`src/rtl/reset_sequencer.sv`:
```
// Reset sequencer: async assert, synchronised release, stretch, then staggered per-domain release.
// soft_reset reruns the stretch/release sequence without touching the synchroniser.
module reset_sequencer #(
  parameter int unsigned SYNC_STAGES    = 2,
  parameter int unsigned NUM_OUTPUTS    = 3,
  parameter int unsigned STRETCH_CYCLES = 16,
  parameter int unsigned STEP_DELAY     = 8
) (
  input  logic                   clk,
  input  logic                   async_reset_n,
  input  logic                   soft_reset,
  output logic [NUM_OUTPUTS-1:0] sync_reset,
  output logic                   reset_done,
  output logic [1:0]             seq_state
);

  localparam int unsigned MaxCycles = (STRETCH_CYCLES > STEP_DELAY) ? STRETCH_CYCLES : STEP_DELAY;
  localparam int unsigned CntW      = $clog2(MaxCycles) + 1;
  localparam logic [CntW-1:0] StretchLast = CntW'(STRETCH_CYCLES - 1);
  localparam logic [CntW-1:0] StepLast    = CntW'(STEP_DELAY - 1);

  typedef enum logic [1:0] {
    StReset   = 2'd0,
    StStretch = 2'd1,
    StRelease = 2'd2,
    StDone    = 2'd3
  } state_e;

  logic [SYNC_STAGES-1:0] sync_q;
  logic                   srst;
  state_e                 state_q;
  logic [CntW-1:0]        cnt_q;
  logic [NUM_OUTPUTS-1:0] rst_q;
  logic [NUM_OUTPUTS-1:0] rst_shift;
  logic                   done_q;
  logic                   step_hit;

  // Release path synchroniser: preset to ones, shifts zeros in once reset lifts.
  always_ff @(posedge clk or negedge async_reset_n) begin
    if (!async_reset_n) begin
      sync_q <= '1;
    end else begin
      sync_q <= {sync_q[SYNC_STAGES-2:0], 1'b0};
    end
  end

  assign srst = sync_q[SYNC_STAGES-1];

  // Outputs release in ascending index order, so a left shift clears the next bit.
  assign rst_shift = rst_q << 1;
  assign step_hit  = (cnt_q == ((state_q == StStretch) ? StretchLast : StepLast));

  always_ff @(posedge clk or negedge async_reset_n) begin
    if (!async_reset_n) begin
      state_q <= StReset;
      cnt_q   <= '0;
      rst_q   <= '1;
      done_q  <= 1'b0;
    end else if (soft_reset && (state_q != StReset)) begin
      state_q <= StStretch;
      cnt_q   <= '0;
      rst_q   <= '1;
      done_q  <= 1'b0;
    end else begin
      unique case (state_q)
        StReset: begin
          if (!srst) begin
            state_q <= StStretch;
            cnt_q   <= '0;
          end
        end
        StStretch, StRelease: begin
          if (step_hit) begin
            cnt_q <= '0;
            rst_q <= rst_shift;
            if (rst_shift == '0) begin
              state_q <= StDone;
              done_q  <= 1'b1;
            end else begin
              state_q <= StRelease;
            end
          end else begin
            cnt_q <= cnt_q + CntW'(1);
          end
        end
        StDone: begin
        end
        default: begin
          state_q <= StReset;
          cnt_q   <= '0;
        end
      endcase
    end
  end

  assign sync_reset = rst_q;
  assign reset_done = done_q;
  assign seq_state  = state_q;

endmodule

```
`config.mk`:
```
export PLATFORM = sky130hd
export DESIGN_NAME = reset_sequencer
export DESIGN_NICKNAME = d
export VERILOG_FILES = /design/src/rtl/reset_sequencer.sv
export SDC_FILE = /design/constraint.sdc
export NUM_CORES = 1
export LEC_CHECK = 0
export CORE_UTILIZATION = 40
export CTS_BUF_LIST = sky130_fd_sc_hd__clkbuf_16
export CTS_CLUSTER_SIZE = 25
export DETAILED_ROUTE_END_ITERATION = 8
export GPL_ROUTABILITY_DRIVEN = 1
export GPL_TIMING_DRIVEN = 0
export PLACE_DENSITY = 0.67
export SKIP_CTS_REPAIR_TIMING = 1
export SLEW_MARGIN = 20
export SYNTH_ARGS = -nofsm -noshare
export SYNTH_HDL_FRONTEND = slang
export SYNTH_SLANG_ARGS = --single-unit
export TNS_END_PERCENT = 5
```
`constraint.sdc`:
```
create_clock -name clk -period 2.2 [get_ports clk]
set_input_delay 0.33 -clock clk [delete_from_list [all_inputs] [get_ports clk]]
set_output_delay 0.33 -clock clk [all_outputs]
set_load 0.05 [all_outputs]
```
# After elaboration in Yosys (flattened, before gate mapping)
# Cells that the tools add are included.
[word_totals]
reg_bits = 13
input_bits = 3
out_inout_bits = 6
[op_classes]
n_addsub = 1
eq_ne = 5
mux = 17
n_reduce_logical = 13
[ops]
columns = ["op", "n"]
rows = [
  ["2-to-1 mux 5 bit", 3],
  ["one-hot mux 5 bit (2 select lines)", 1],
  ["2-to-1 mux 3 bit", 3],
  ["nonzero test 2 bit", 4],
  ["2-to-1 mux 2 bit", 3],
  ["inequality test 3 bit, second input constant", 2],
  ["AND reduction 3 bit", 2],
  ["adder 5 x 1 -> 5 bit, second input constant", 1],
  ["equality test 5 x 4 -> 1 bit", 1],
  ["2-to-1 mux 1 bit", 5],
  ["2-to-1 mux 4 bit", 1],
  ["one-hot mux 2 bit (2 select lines)", 1],
  ["AND reduction 2 bit", 2],
  ["zero test 3 bit", 1],
  ["nonzero test 3 bit", 1],
  ["equality test 2 x 1 -> 1 bit, second input constant", 1],
  ["equality test 2 bit, second input constant", 1],
  ["zero test 2 bit", 1],
  ["OR reduction 2 bit", 1],
  ["logical AND 1 bit", 1],
]

# Longest topological paths before layout
[logic_depth]
depth_word = 6
depth_mapped = 7
ltp_nobuf = 6

# Worst setup path before layout
# OpenSTA, ideal clock, no wires.
[synth_path]
path_kind = "reg2reg"
startpoint = "register state_q[0] (netlist: seq_state[0])"
endpoint = "register state_q[0] (netlist: seq_state[0])"
setup_time_ns = 0.129
arrival_time_ns = 2.014
required_time_ns = 2.071
path_slack_ns = 0.058
stages_incl_launch_ff = 6
path_buffers = 0
cell_sequence = "dfrtp_1 inv_1 ha_1 o31ai_1 and2_1 a211oi_1"
[synth_between]
elab_chain_len = 5
word_cells_on_any_way = 14
[synth_rtl]
columns = ["element", "line_no", "rtl"]
rows = [
  ["from (decl)", "31", "state_e state_q;"],
  ["from (signal assigned)", "55", "state_q <= StReset;"],
  ["from (signal assigned)", "60", "state_q <= StStretch;"],
  ["from (signal assigned)", "68", "state_q <= StStretch;"],
  ["equality test 2 x 1 -> 1 bit", "51, 65", ""],
  ["2-to-1 mux 4 bit", "51", "assign step_hit = (cnt_q == ((state_q == StStretch) ? StretchLast : StepLast));"],
  ["equality test 5 x 4 -> 1 bit", "51", ""],
  ["inequality test 3 bit (no line)", "-", ""],
  ["AND reduction 3 bit (no line)", "-", ""],
]
# Parallel ways exist; a longest one is shown, timed or not.
# A chain may end at the register's enable or synchronous reset.

# Worst setup path after layout
[layout_path]
startpoint = "register rst_q[1] (netlist: sync_reset[1])"
endpoint = "output sync_reset[1]"
[layout_lines]
columns = ["element", "line_no", "rtl"]
rows = [
  ["from (decl)", "33", "logic [NUM_OUTPUTS-1:0] rst_q;"],
  ["from (signal assigned)", "75", "rst_q <= rst_shift;"],
  ["to (decl)", "12", "output logic [NUM_OUTPUTS-1:0] sync_reset,"],
]
# No word-level cell between the ends.

==> flow_metrics.tcl <==
set metrics [dict create \
    status "completed" \
    io_pins 9 \
    relSlewSlack 0.582 \
    grt_overflow 0 \
    synth-async-reset-ratio 1.00 \
    timing.hold.worst_path_depth 0 \
    detailroute.wirelength.met3_um 53 \
    reg2reg_from "seq_state[0]$_DFFE_PN0P_" \
    internal_power_mw 0.497 \
    compound_cell_area_share_of_the_yosys_netlist 0.143 \
    power.total_mw 0.608 \
    worstSetupEndpointType "primary output" \
    timing_worst_slew_pin_value_ns 0.624 \
    num_vias 534 \
    drc 0 \
    critical_path.cell_chain "clkdlybuf4s50_1" \
    placed_area_um2 767 \
    post_drt_via_cell_ratio 5.34 \
    antenna_violations_before_repair 0 \
    final-hold-violation-count 0 \
    synth.net_count 78 \
    cts_max_level 1 \
    rows 14 \
    grt_first_pass_wirelength_um 1980 \
    hp-start "sync_q[0]$_DFF_PN1_" \
    layout_min_cycle_time_ns 1.92 \
    synth-edff-count 0 \
    fp.dieW_um 42.8 \
    holdCritPathClass "flip-flop to flip-flop" \
    setup_viol 0 \
    fillers 124 \
    crit_path_max_fanout 4 \
    power.ir.vdd_worst_mv 0.380 \
    timing.setup.tns_ns 0 \
    synthesis.area_per_instance_um2 9.26 \
    postRouteWirelength_um 1180 \
    ant_nets 0 \
    critical_path_buf_inv_count 1 \
    max_cap_viol_count 0 \
    tritoncts.num_buffers 3 \
    power.switching_mw 0.111 \
    synth-xor-area-share 0.0131 \
    antenna_cells 0 \
    hpwl_um 866 \
    p_leak_nw 0.370 \
    post_synth_num_cell_types 29 \
    combPwrFrac 0.042 \
    timing.final.ws_setup_ns 0.284 \
    met2_length_um 516 \
    layout_net_count 91 \
    global_route.usage.total 0.150 \
    synth-adder-area-share 0.0563 \
    dr.max_layer_used "met4" \
    proportion_of_power_drawn_by_the_clock_network 0.542 \
    final_layout_size_suffix_gt1_frac 0.143 \
    grt_pass1_vias 470 \
    floorplan.core_area_um2 1520 \
    reg2reg_to "sync_reset[1]$_DFFE_PN1P_" \
    timing.hold.ws_ns 0.355 \
    clock_skew_ns 0.00404 \
    syn_area_um2 667 \
    synth.mux.area_fraction 0 \
    maxClockFrequency_mhz 522 \
    synth_flop_cell "sky130_fd_sc_hd__dfrtp_1" \
    met1_length_um 588 \
    min_period_over_period 0.871 \
    final-max-slew-violation-count 0 \
    die-area_um2 1830 \
    clockBufferDepth 2 \
    cp.arrival_ns 1.59 \
    grt_start_max_net_pins 14 \
    r2r_setup_slack_ns 0.32 \
    worst_setup_hold_path_clk_slew_ns 0.04 \
    initial_core_util 0.438 \
    clock_sink_count 13 \
    tritoncts "done" \
    grt_setup_unrepaired "false" \
    synthesis.yosys.warnings 0 \
    number_of_iterations_in_the_first_detailed_routing_pass 4 \
    worstSkewPairLatency_ns 0.24 \
    worstRegToRegCells 7 \
    cp-start-kind "flip-flop" \
    path_class "flip-flop to primary output" \
    preCtsSetupSlack_ns 0.0967 \
    power_density_nw_per_um2 715 \
    cpLargestDelayFamily "buffers and inverters" \
    synth_sequential_area_ratio 0.497 \
    cp.required_ns 1.87 \
    die_y_um 42.8 \
    final_area_um2 851 \
    share_of_total_power_consumed_by_net_switching 0.182 \
    combinational_family_with_the_most_area_after_synthesis "simple AND/OR/NAND/NOR gates" \
    clockRootBuffer "sky130_fd_sc_hd__clkbuf_16" \
    timing.critical_path.slowest_stage_cell "sky130_fd_sc_hd__clkdlybuf4s50_1" \
    gp_congestion 0.720 \
    yosys.area_share.simple 0.248 \
    slowest_delay_ns 0.80 \
    detail_route.iter0.violations 7 \
    post_synthesis_instance_total 72 \
    yosys_register_bits 13 \
    port_buffers 8 \
    area_growth_pct 27.6 \
    avgRoutedWirePerCell_um 11.8 \
    share_seq_of_total_power 0.416 \
    worstHoldEndpoint "sync_q[1]$_DFF_PN1_" \
]
-- cells in the final DEF, fill, tap and decap left out, drive strengths merged, types with 2 or more instances in the layout --
master and instances:
nand2 10, nor2 8, dfrtp 8, clkdlybuf4s50 8
dfstp 5, o21ai 5, inv 4, a21oi 4
clkbuf 4, nor3 3, ha 3, buf 2
a32oi 2, and2 2, nand3 2
-- cell type report --
cell class | instances | area [um2] | share of cell area
clock buffers | 3 | 75.1 | 0.0882
flip-flops and latches | 13 | 332 | 0.390
repair buffers | 8 | 80.1 | 0.0941
clock inverters | 1 | 3.75 | 0.00441
inverters | 3 | 11.3 | 0.0132
well taps | 16 | 20.0 | 0.0235
plain buffers | 3 | 13.8 | 0.0162
multi-input cells | 53 | 315 | 0.371
-- Yosys cell counts (2+ instances only) --
library cell | count | area (um2)
sky130_fd_sc_hd__inv_1 | 3 | 11.3
sky130_fd_sc_hd__dfstp_2 | 5 | 131
sky130_fd_sc_hd__nor3_1 | 3 | 15.0
sky130_fd_sc_hd__a21oi_1 | 4 | 20.0
sky130_fd_sc_hd__ha_1 | 3 | 37.5
sky130_fd_sc_hd__and2_1 | 2 | 12.5
sky130_fd_sc_hd__nand3_1 | 2 | 10.0
sky130_fd_sc_hd__dfrtp_1 | 8 | 200
sky130_fd_sc_hd__nor2_1 | 8 | 30.0
sky130_fd_sc_hd__o21ai_0 | 4 | 20.0
sky130_fd_sc_hd__buf_2 | 2 | 10.0
sky130_fd_sc_hd__nand2_1 | 10 | 37.5
sky130_fd_sc_hd__a32oi_1 | 2 | 17.5
-- through the flow --
step	instances	util
floorplan	72	-
global placement	96	0.503
detailed placement	96	0.503
CTS	100	0.555
global route	100	0.558
finish	100	0.558
-- metal layers --
| layer | up-vias | GRT usage |
|---|---|---|
| met4 | 0 | 0.113 |
| met3 | 4 | 0.0383 |
| li1 | 274 | - |
| met5 | - | 0 |
| met2 | 19 | 0.218 |
| met1 | 237 | 0.190 |
-- worst max path at each step --
stage                                    from                   endpoint  slack, ns  cells after the start
floorplan            seq_state[0]$_DFFE_PN0P_   seq_state[0]$_DFFE_PN0P_       0.06                      5
global placement     seq_state[0]$_DFFE_PN0P_   seq_state[0]$_DFFE_PN0P_       0.15                      5
detailed placement   seq_state[0]$_DFFE_PN0P_   seq_state[1]$_DFFE_PN0P_        0.1                      5
CTS                  seq_state[0]$_DFFE_PN0P_   seq_state[0]$_DFFE_PN0P_       0.08                      5
global route         seq_state[0]$_DFFE_PN0P_  sync_reset[1]$_DFFE_PN1P_       0.23                      7
finish              sync_reset[1]$_DFFE_PN1P_              sync_reset[1]       0.28                      1
-- sequential cells by signal, indices dropped and copies added (netlist names) --
register and flops:
cnt_q 5, sync_q 2, sync_reset 3, seq_state 2
reset_done 1
-- power groups by stage --
stage,sequential (mW),clock (mW),combinational [mW]
2_1_floorplan,0.255,0,0.0148
3_3_place_gp,0.256,0,0.0256
3_5_place_dp,0.256,0,0.0258
4_1_cts,0.253,0.339,0.0258
5_1_grt,0.253,0.346,0.0298
6_report,0.253,0.330,0.0254
-- kinds of logic (layout without fill, tap and decap cells) --
logic type / Yosys count / in the layout
compound gates: 15 / 15
simple gates: 33 / 33
flops: 13 / 13
xor+xnor: 1 / 1
buf+inv: 6 / 18
other cells: 1 / 1
fa+ha+maj: 3 / 3
No activity file was read; power rests on OpenSTA's default activity.
==> variant 1: new RTL, config.mk and constraints unchanged <==
Put one more register stage on the output `seq_state`, with the module's reset. The value now appears one clock later. The other outputs are not delayed to match.
--- a/src/rtl/reset_sequencer.sv
+++ b/src/rtl/reset_sequencer.sv
@@ -97,3 +97,9 @@
   assign reset_done = done_q;
-  assign seq_state  = state_q;
+  always_ff @(posedge clk or negedge async_reset_n) begin
+    if (!async_reset_n) begin
+      seq_state <= '0;
+    end else begin
+      seq_state <= state_q;
+    end
+  end
 
Behaviour: not the same (Yosys sat finds a counterexample within 4 cycles, from zero or initial values and one cycle with async_reset_n low).
==> variant 1 against the original RTL <==
Total power rose by 8.9%. Cell count fell by 8.0%. Maximum frequency fell by 1.7%. Cell area rose by 3.8%. Non-clock buffer count fell by 1. Worst hold slack got worse by 5.8 ps. Clock skew fell by 0.54 ps. Worst setup slack got worse by 34 ps. Die area rose by 5.4%. Wire length rose by 7.3%. Sequential cell count rose by 2. Area after synthesis rose by 5.6%. Count of clock-buffer cells in the layout did not move. Critical endpoint unchanged. Largest cell class unchanged.
==> variant 1: results (changes against the original RTL) <==
buffering overhead - 10.5% (was 11.0%)
layout cells sized above 1 - 19.7% (was 14.3%)
P_sw - 0.125 mW (was 0.111 mW)
die area - 1930 um^2 (was 1830 um^2)
placed cells - 88 (was 96)
Synth Area in Adders - 5.33% (was 5.63%)
first-pass GRT wire length - 2160 um (was 1980 um)
Post-Layout Cell Count - 92 (was 100)
wire per inst - 13.8 um (was 11.8 um)
synth unique cells - 27 (was 29)
gr usage total - 15.8% (was 15.0%)
Place WS - 330 ps (was 96.7 ps)
post-synthesis xor/xnor area fraction - 1.24% (was 1.31%)
FF-to-FF setup slack - 300 ps (was 320 ps)
sequential area share after synthesis - 54.2% (was 49.7%)
post-synthesis mux area share - 1.42% (was 0%)
nets - 83 (was 91)
Syn Nets - 70 (was 78)
fin util - 56.0% (was 55.8%)
Slew HR - 55.1% (was 58.2%)
Multi-In Gates - 44 (was 53)
grt met2 use - 23.3% (was 21.8%)
Leak Pwr - 0.402 nW (was 0.370 nW)
status - finished, final reports clean (unchanged)
Comb pwr share - 4.4% (was 4.2%)
clock share of power - 51.9% (was 54.2%)
FF-to-FF End - cnt_q[4] (was sync_reset[1])
Placed Area - 805 um^2 (was 767 um^2)
clk tree area frac - 8.92% (was 9.26%)
drt pass-1 iters - 5 (was 4)
GPL Wtd Cong - 0.766 (was 0.720)
crit path max fanout - 5 (was 4)
Reg area - 382 um^2 (was 332 um^2)
synth top area cells - dfrtp_1 (36%), dfstp_2 (19%), ha_1 (5.3%), nand3_1 (5.0%), nand2_1 (4.3%) (was dfrtp_1 (30%), dfstp_2 (20%), ha_1 (5.6%), nand2_1 (5.6%), nor2_1 (4.5%))
flip-flop and latch count - 15 (was 13)
Synth Area in Compound Gates - 15.5% (was 14.3%)
largest net degree at the start of global routing - 16 (was 14)
VDD IR max - 0.597 mV (was 0.380 mV)
[variant 1: cell types whose count changed after synthesis, moves of 2 or more]
cell | before | now
nand2b_1 | 1 | 4
and2_1 | 2 | 0
nand3_1 | 2 | 7
a32oi_1 | 2 | 0
a21oi_1 | 4 | 2
buf_2 | 2 | 0
dfrtp_1 | 8 | 10
nor2_1 | 8 | 0
nand2_1 | 10 | 8
o21ai_0 | 4 | 2
o2bb2ai_1 | 0 | 2
[variant 1: how the worst max path moves through the flow]
stage	from	end	slack, ps	cells past startpoint
floorplan	state_q[0]	cnt_q[4]	600	7
global placement	state_q[0]	cnt_q[4]	380	7
detailed placement	state_q[0]	cnt_q[4]	330	7
CTS	sync_reset[1]	sync_reset[1]	250	1
global route	state_q[0]	cnt_q[4]	160	7
finish	sync_reset[1]	sync_reset[1]	250	1
[variant 1: routing by layer]
layer / up-vias / wire length (um)
met4: 0 / 9
met1: 237 / 632
met2: 13 / 558
met5: - / 0
li1: 249 / -
met3: 2 / 69
==> variant 2: new RTL, same settings <==
Without the edit above. Change the parameter `STRETCH_CYCLES` from 16 to 32.
--- a/src/rtl/reset_sequencer.sv
+++ b/src/rtl/reset_sequencer.sv
@@ -5,3 +5,3 @@
   parameter int unsigned NUM_OUTPUTS    = 3,
-  parameter int unsigned STRETCH_CYCLES = 16,
+  parameter int unsigned STRETCH_CYCLES = 32,
   parameter int unsigned STEP_DELAY     = 8
Behaviour: same outputs for any inputs over 10 cycles, from zero or initial values and one cycle with async_reset_n low; that may be too few to reach the edited logic, so the function may still have changed.
==> variant 2 against the original RTL <==
Worst hold slack got worse by 2.5 ps. Wire length rose by 15%. Cell area rose by 10%. Critical path depth rose by 4. Sequential cell count rose by 1. Sequential share of layout area fell by 0.87 points. Utilization fell by 2.2 points. Total power rose by 4.3%. Worst setup slack got worse by 120 ps. Area after synthesis rose by 12%. Critical path type is now flip-flop to flip-flop.
==> variant 2: results (changes against the original RTL) <==
GPL Wtd Cong - 0.778 (was 0.720)
Async SR Flop Fraction - 100% (unchanged)
Skew-Pair Late Insertion Delay - 240 ps (about the same)
flip-flop count of the largest register after layout - 6 (was 5)
reg2reg start - seq_state[0] (unchanged)
ANT cells - 0 (unchanged)
Synth Warn # - 0 (unchanged)
Fin Clk Skew - 1.98 ps (was 4.04 ps)
synth cell count leaders - dfrtp_1 (9), nand2_1 (8), dfstp_2 (5), inv_1 (5), nor2_1 (5) (was nand2_1 (10), dfrtp_1 (8), nor2_1 (8))
largest net degree at the start of global routing - 15 (was 14)
drt pass-1 iters - 3 (was 4)
Synth Area in Adders - 5.03% (was 5.63%)
cts bufs inserted - 3 (unchanged)
CTS clk-pin slew, worst paths - 40 ps (about the same)
nets - 89 (was 91)
Place WS - 154 ps (was 96.7 ps)
post-synthesis xor/xnor area fraction - 0% (was 1.31%)
Syn Nets - 76 (was 78)
synth unique cells - 29 (unchanged)
vias in the first global route - 545 (was 470)
FF-to-FF setup slack - 160 ps (was 320 ps)
Synth Area in Compound Gates - 21.6% (was 14.3%)
Arr. time, crit path - 2160 ps (was 1590 ps)
clock root buffer master - clkbuf_16 (unchanged)
Worst Hold Margin - 353 ps (was 355 ps)
status - finished, final reports clean (unchanged)
FF-to-FF End - cnt_q[0] (was sync_reset[1])
cell count of the worst hold path - 0 (unchanged)
sequential area share after synthesis - 47.8% (was 49.7%)
violation count after the first detailed-route iteration - 2 (was 7)
gr usage total - 16.7% (was 15.0%)
Worst Hold Launch - sync_q[0] (unchanged)
post-synthesis mux area share - 4.19% (was 0%)
dpl hpwl - 1030 um (was 866 um)
final hold violations - 0 (unchanged)
CTS H-tree depth - 1 (unchanged)
hold path endpoint - sync_q[1] (unchanged)
crit path max fanout - 5 (was 4)
Placed Area - 857 um^2 (was 767 um^2)
Worst R2R Path Depth - 5 (was 7)
via count - 542 (was 534)
Top reg by flops - cnt_q (unchanged)
I/O Buffers - 8 (unchanged)
HP Class - flip-flop to flip-flop (unchanged)
Leak Pwr - 0.410 nW (was 0.370 nW)
max-slew violations - 0 (unchanged)
worst slew pin tran - 658 ps (was 624 ps)
first-pass GRT wire length - 2350 um (was 1980 um)
Max clock buf depth - 2 (unchanged)
synth top area cells - dfrtp_1 (30%), dfstp_2 (18%), ha_1 (5.0%), nand2_1 (4.0%), o31ai_1 (4.0%) (was dfrtp_1 (30%), dfstp_2 (20%), ha_1 (5.6%), nand2_1 (5.6%), nor2_1 (4.5%))
WL final - 1360 um (was 1180 um)
VDD IR max - 0.491 mV (was 0.380 mV)
antenna violations before repair - 0 (unchanged)
layout cells sized above 1 - 19.5% (was 14.3%)
## variant 2: cell types whose count changed after synthesis, moves of 2 or more
cell / delta
nor2_1: -3
nor3_1: -2
mux2i_1: +2
o31ai_1: +3
a22o_1: +3
a32oi_1: -2
and3_2: +2
nand2_1: -2
and2_1: -2
inv_1: +2
buf_2: -2
## variant 2: area by class of cell
type                       count  area (um^2)
fill                         160          810
multi-input combinational     50          367
sequential                    14          357
timing repair buffer           8         80.1
clock buffer                   3         75.1
tap                           25         31.3
inverter                       5         18.8
clock inverter                 1         3.75
buffer                         1         3.75
## variant 2: metrics by stage
step                total power, mW  std cells  util, %
floorplan                     0.290         70        -
global placement              0.302        103     49.1
detailed placement            0.304        103     49.1
CTS                           0.645        107     53.6
global route                  0.665        107     53.6
finish                        0.634        107     53.6
## variant 2: how the worst max path moves through the flow
stage,start,end,slack (ps),cells after the start
after floorplan,seq_state[1],sync_reset[1],70,6
after global placement,seq_state[0],cnt_q[0],190,5
after detailed placement,seq_state[0],cnt_q[0],150,5
after CTS,seq_state[0],cnt_q[0],150,5
after global routing,seq_state[0],cnt_q[0],8,5
final,seq_state[0],cnt_q[0],160,5
## variant 2: worst max-delay path, cell delays in order, from the launching register on
cell and delay [ps]:
dfrtp_1 380, inv_1 80, ha_1 350, o31ai_1 610, nor3_1 190, mux2_2 300
## variant 2: power breakdown
group	switching, mW	total [mW]	internal (mW)	leakage, nW
clock	0.0958	0.335	0.239	0.0423
combinational	0.0166	0.0280	0.0115	0.197
sequential	0.00463	0.271	0.266	0.171
total	0.117	0.634	0.517	0.410
## variant 2: per-layer routing
metal  GRT usage (%)  up-vias  share of wire (%)
li1                -      273                  -
met1            19.9      257                 46
met2            25.8        8                 50
met3            4.00        4                2.2
met4            12.7        0                1.7
met5               0        -                  0
